==> src/rtl/fetch_sequencer.sv <==
// Instruction fetch sequencer: one outstanding imem request at a time, a single-entry
// holding buffer towards decode, and redirect/trap steering with kill of in-flight data.
module fetch_sequencer (
  input  logic        clk,
  input  logic        reset,
  output logic        imem_req,
  output logic [31:0] imem_addr,
  input  logic        imem_gnt,
  input  logic        imem_rvalid,
  input  logic [31:0] imem_rdata,
  output logic        if_valid,
  output logic [31:0] if_pc,
  output logic [31:0] if_instr,
  input  logic        if_ready,
  input  logic        redirect_valid,
  input  logic [31:0] redirect_pc,
  input  logic        trap_valid,
  input  logic [31:0] trap_vector,
  output logic [31:0] pc_out
);

  localparam logic [31:0] RESET_PC = 32'h0000_0000;

  typedef enum logic [1:0] {
    S_REQ  = 2'd0,
    S_WAIT = 2'd1,
    S_HOLD = 2'd2
  } state_t;

  state_t      state_q, state_d;
  logic [31:0] pc_q, pc_d;
  logic        kill_q, kill_d;
  logic [31:0] if_pc_q, if_pc_d;
  logic [31:0] if_instr_q, if_instr_d;

  logic        flush;
  logic [31:0] target_raw;
  logic [31:0] target;

  // Trap wins over redirect; targets are always forced to word alignment.
  assign flush      = trap_valid | redirect_valid;
  assign target_raw = trap_valid ? trap_vector : redirect_pc;
  assign target     = target_raw & ~32'h0000_0003;

  always_comb begin
    state_d    = state_q;
    pc_d       = pc_q;
    kill_d     = kill_q;
    if_pc_d    = if_pc_q;
    if_instr_d = if_instr_q;

    case (state_q)
      S_REQ: begin
        if (flush) begin
          pc_d = target;
          if (imem_gnt) begin
            state_d = S_WAIT;
            kill_d  = 1'b1;
          end
        end else if (imem_gnt) begin
          state_d = S_WAIT;
        end
      end

      S_WAIT: begin
        if (flush) begin
          pc_d = target;
          // A response arriving with the redirect is stale and finishes the kill at once.
          if (imem_rvalid) begin
            kill_d  = 1'b0;
            state_d = S_REQ;
          end else begin
            kill_d = 1'b1;
          end
        end else if (imem_rvalid) begin
          if (kill_q) begin
            kill_d  = 1'b0;
            state_d = S_REQ;
          end else begin
            if_instr_d = imem_rdata;
            if_pc_d    = pc_q;
            pc_d       = pc_q + 32'd4;
            state_d    = S_HOLD;
          end
        end
      end

      S_HOLD: begin
        if (flush) begin
          pc_d    = target;
          state_d = S_REQ;
        end else if (if_ready) begin
          state_d = S_REQ;
        end
      end

      default: begin
        state_d = S_REQ;
      end
    endcase
  end

  always_ff @(posedge clk) begin
    if (reset) begin
      state_q    <= S_REQ;
      pc_q       <= RESET_PC;
      kill_q     <= 1'b0;
      if_pc_q    <= 32'h0000_0000;
      if_instr_q <= 32'h0000_0000;
    end else begin
      state_q    <= state_d;
      pc_q       <= pc_d;
      kill_q     <= kill_d;
      if_pc_q    <= if_pc_d;
      if_instr_q <= if_instr_d;
    end
  end

  // The request is masked while reset is held so nothing is issued before release.
  assign imem_req  = (state_q == S_REQ) && !reset;
  assign imem_addr = pc_q;
  assign if_valid  = (state_q == S_HOLD);
  assign if_pc     = if_pc_q;
  assign if_instr  = if_instr_q;
  assign pc_out    = pc_q;

endmodule
==> config.mk <==
export PLATFORM = sky130hd
export DESIGN_NAME = fetch_sequencer
export DESIGN_NICKNAME = d
export VERILOG_FILES = /design/src/rtl/fetch_sequencer.sv
export SDC_FILE = /design/constraint.sdc
export NUM_CORES = 1
export LEC_CHECK = 0
export BUFFER_PORTS_ARGS = -buffer_cell sky130_fd_sc_hd__buf_2
export CAP_MARGIN = 20
export CORE_MARGIN = 4
export CORE_UTILIZATION = 47
export DETAILED_ROUTE_END_ITERATION = 16
export PLACE_DENSITY = 0.91
export SYNTH_ARGS = -nofsm -noshare
export SYNTH_HDL_FRONTEND = slang
export SYNTH_SLANG_ARGS = --single-unit
export TNS_END_PERCENT = 1
==> constraint.sdc <==
create_clock -name clk -period 2 [get_ports clk]
set_input_delay 0.3 -clock clk [delete_from_list [all_inputs] [get_ports clk]]
set_output_delay 0.3 -clock clk [all_outputs]
set_load 0.005 [all_outputs]
==> out/qor.yml <==
vias: 5540
synthTopCellsByArea: "dfxtp_1, nand2_1, a21oi_1"
start_kind: "flop"
syn2layout_area_growth_pct: 29.44
htree_levels: 3
reg2reg_slack_ps: 160
whs_path_depth: 3
dp.final_hpwl_mm: 11.84
p_leak_nw: 2.933
yosysTopAreaCell: "dfxtp_1"
yosys_warnings: 0
synth.distinct_cells: 53
r2r-start: "state_q[0]"
drv_slew: 0
worst_ir_drop_vdd_uv: 322.7
viasPerCell: 5.437
gp_congestion: 1.013
min_to: "if_instr[3]"
antenna_left: 0
nNetsFinal: 983
cp_cell_sequence: "nand3b_1 -> a22oi_2 -> buf_4 -> nand2_1 -> o21ai_0 -> a21oi_1"
antenna_found_initial: 0
synthesis.area_um2: 4926
p_sw_w: 0.001141
path_buf_inv: 1
synth_top_area_share_pct: 38.61
fp.dieH_um: 110.4
clkSlewWorstSetupHoldPaths_ps: 90
clkPwrFrac_pct: 32.6
dr.pass1.iters: 5
routed_wl_mm: 15.94
cts.sinks: 95
start_util_pct: 47.93
cts_tree: "done"
fmax_ghz: 0.5423
hold_violations: 0
ys_seq_area_share_pct: 38.61
slowest_stage: "dfxtp_1"
post-place-ws_ps: 130.4
grtUsageTotal_pct: 25.21
finalCritPeriodShare_pct: 92.20
drv_cap: 0
overflow: 0
n_antenna_cell: 0
fin_crit_ps: 1844
drc: 0
finalNonFillerCells: 1019
rsz0062_at_grt: "false"
cpLargestDelayFamily: "compound AO/OA/AOI/OAI gates"
critical_path_class: "reg2reg"
syn_inst: 678
critPathRequiredTime_ps: 2240
rows: 37
power_frac_comb_pct: 17.2
p_int_w: 0.002927
reg2reg_depth: 6
first_iter_violations: 326
p_sw_share_pct: 28.06
powerDensity_nw_per_um2: 638.0
clock_skew_ps: 11.39
fin_ws_ps: 156.1
grt_pass1_wl_mm: 24.29
regArea_um2: 1904
synth_most_common_cell: "nand2_1"
async_reset_ff_share_pct: 0
dp_cells: 1004
detail_route.wl_per_cell_um: 15.64
multi_input_area_um2: 2585
status: "finished clean"
grt_pass1_vias: 5014
synth_edf_count: 0
grt_max_degree: 42
worstReg2RegEnd: "imem_addr[9]"
cts_hold_buf: 0
syn_area_per_cell_um2: 7.265
cp.arrival_ps: 2090
crit_path_max_fanout: 14
cts_buffers: 9
critPathMaxStageDelay_ps: 480
hp-class: "in2reg"
hold_start: "imem_rdata[3]"
die_w_um: 110.4
drive_above_1_share_pct: 33.52
synth_seq_cells: 95
endpoint_kind: "flop"
clk-insertion-delay-late_ps: 360
seqPwrFrac_pct: 50.2
synth_common_cells: "nand2_1, dfxtp_1, a21oi_1"
setup_violations: 0
io_buffers: 222
finalSetupTns_ps: 0
nFillCells: 938
ios: 233
die_area_um2: 12180
core_um2: 10280
root_buffer: "clkbuf_8"
ys.flop_type: "dfxtp_1"
clockBufferDepth: 2
[per-layer routing]
metal  wire length [um]  part of all wire (%)  vias up  GRT usage, %
met5                  0                     0        -             0
met4                325                   2.0        0         9.850
met3               1391                   8.7       26         3.727
met2               7667                    48      287         41.98
met1               6551                    41     2517         32.90
li1                   -                     -     2710             -
[flip-flops by register name, indices dropped and copies added (netlist names)]
name	count
if_instr	32
if_pc	30
imem_addr	30
kill_q	1
state_q	2
[tightest hold or removal path, stage by stage]
cell and delay (ps):
buf_2 90, nand2_1 40, a21oi_1 50
[layout make-up]
cell class	count	share of cell area, %
clock buffers	11	2.374
clock inverters	4	0.8634
inverters	5	0.2943
multi-input cells	499	40.54
flip-flops and latches	95	29.87
well taps	136	2.669
repair buffers	269	23.39
[cell families after synthesis]
logic type	share of synthesized area, %
AND/OR/NAND/NOR	28.04
adder cells (fa/ha/maj)	0.2540
buffers and inverters	9.881
AO/OA/AOI/OAI	21.08
other	0.07613
multiplexers	2.057
flip-flops	38.61
[worst max-delay path by stage]
stage	from	depth (start not counted)	endpoint
after floorplan	imem_addr[2]	6	imem_addr[14]
after global placement	imem_addr[3]	6	imem_addr[30]
after detailed placement	imem_addr[3]	6	imem_addr[30]
after CTS	imem_addr[3]	6	imem_addr[24]
after global routing	imem_addr[2]	6	imem_addr[23]
final	state_q[0]	6	imem_addr[9]
[layout by cell type (no fill, tap or decap), drive strengths merged, types with 5 or more instances in the layout]
cell    count
nand2     181
o211ai      7
a22oi       6
dfxtp      95
nand2b      7
conb        6
nor2       39
inv         5
mux2i       9
a211oi      9
o21ai      31
o22ai       8
and3        5
nor3       16
nor4        6
nand3      11
buf       269
a21oi      90
clkbuf     11
nor2b       8
nand4      11
[power groups by stage]
| stage | Sequential, W | Clock [W] | Combinational [W] |
|---|---|---|---|
| after floorplan | 0.00209 | 0 | 0.000380 |
| after global placement | 0.00208 | 0 | 0.000679 |
| after detailed placement | 0.00208 | 0 | 0.000692 |
| after CTS | 0.00204 | 0.00137 | 0.000696 |
| after global routing | 0.00205 | 0.00144 | 0.000777 |
| final | 0.00204 | 0.00133 | 0.000699 |
[metrics by stage]
| step | hold WS (ps) | instance area [um2] | total power (W) | utilization [%] |
|---|---|---|---|---|
| finish | 164.1 | 6376 | 0.004068 | 62.04 |
| global route | 152.9 | 6376 | 0.004266 | 62.04 |
| CTS | 152.7 | 6361 | 0.004100 | 61.89 |
| detailed placement | 443.0 | 6155 | 0.002773 | 59.89 |
| global placement | 438.8 | 6155 | 0.002758 | 59.89 |
| floorplan | 436.0 | 4945 | 0.002469 | - |
[timing repair]
action,CTS,global route
buffers inserted,0,0
hold endpoints to repair,0,0
setup endpoints to repair,0,6
resized for setup,0,4
(Power assumes the default switching activity.)
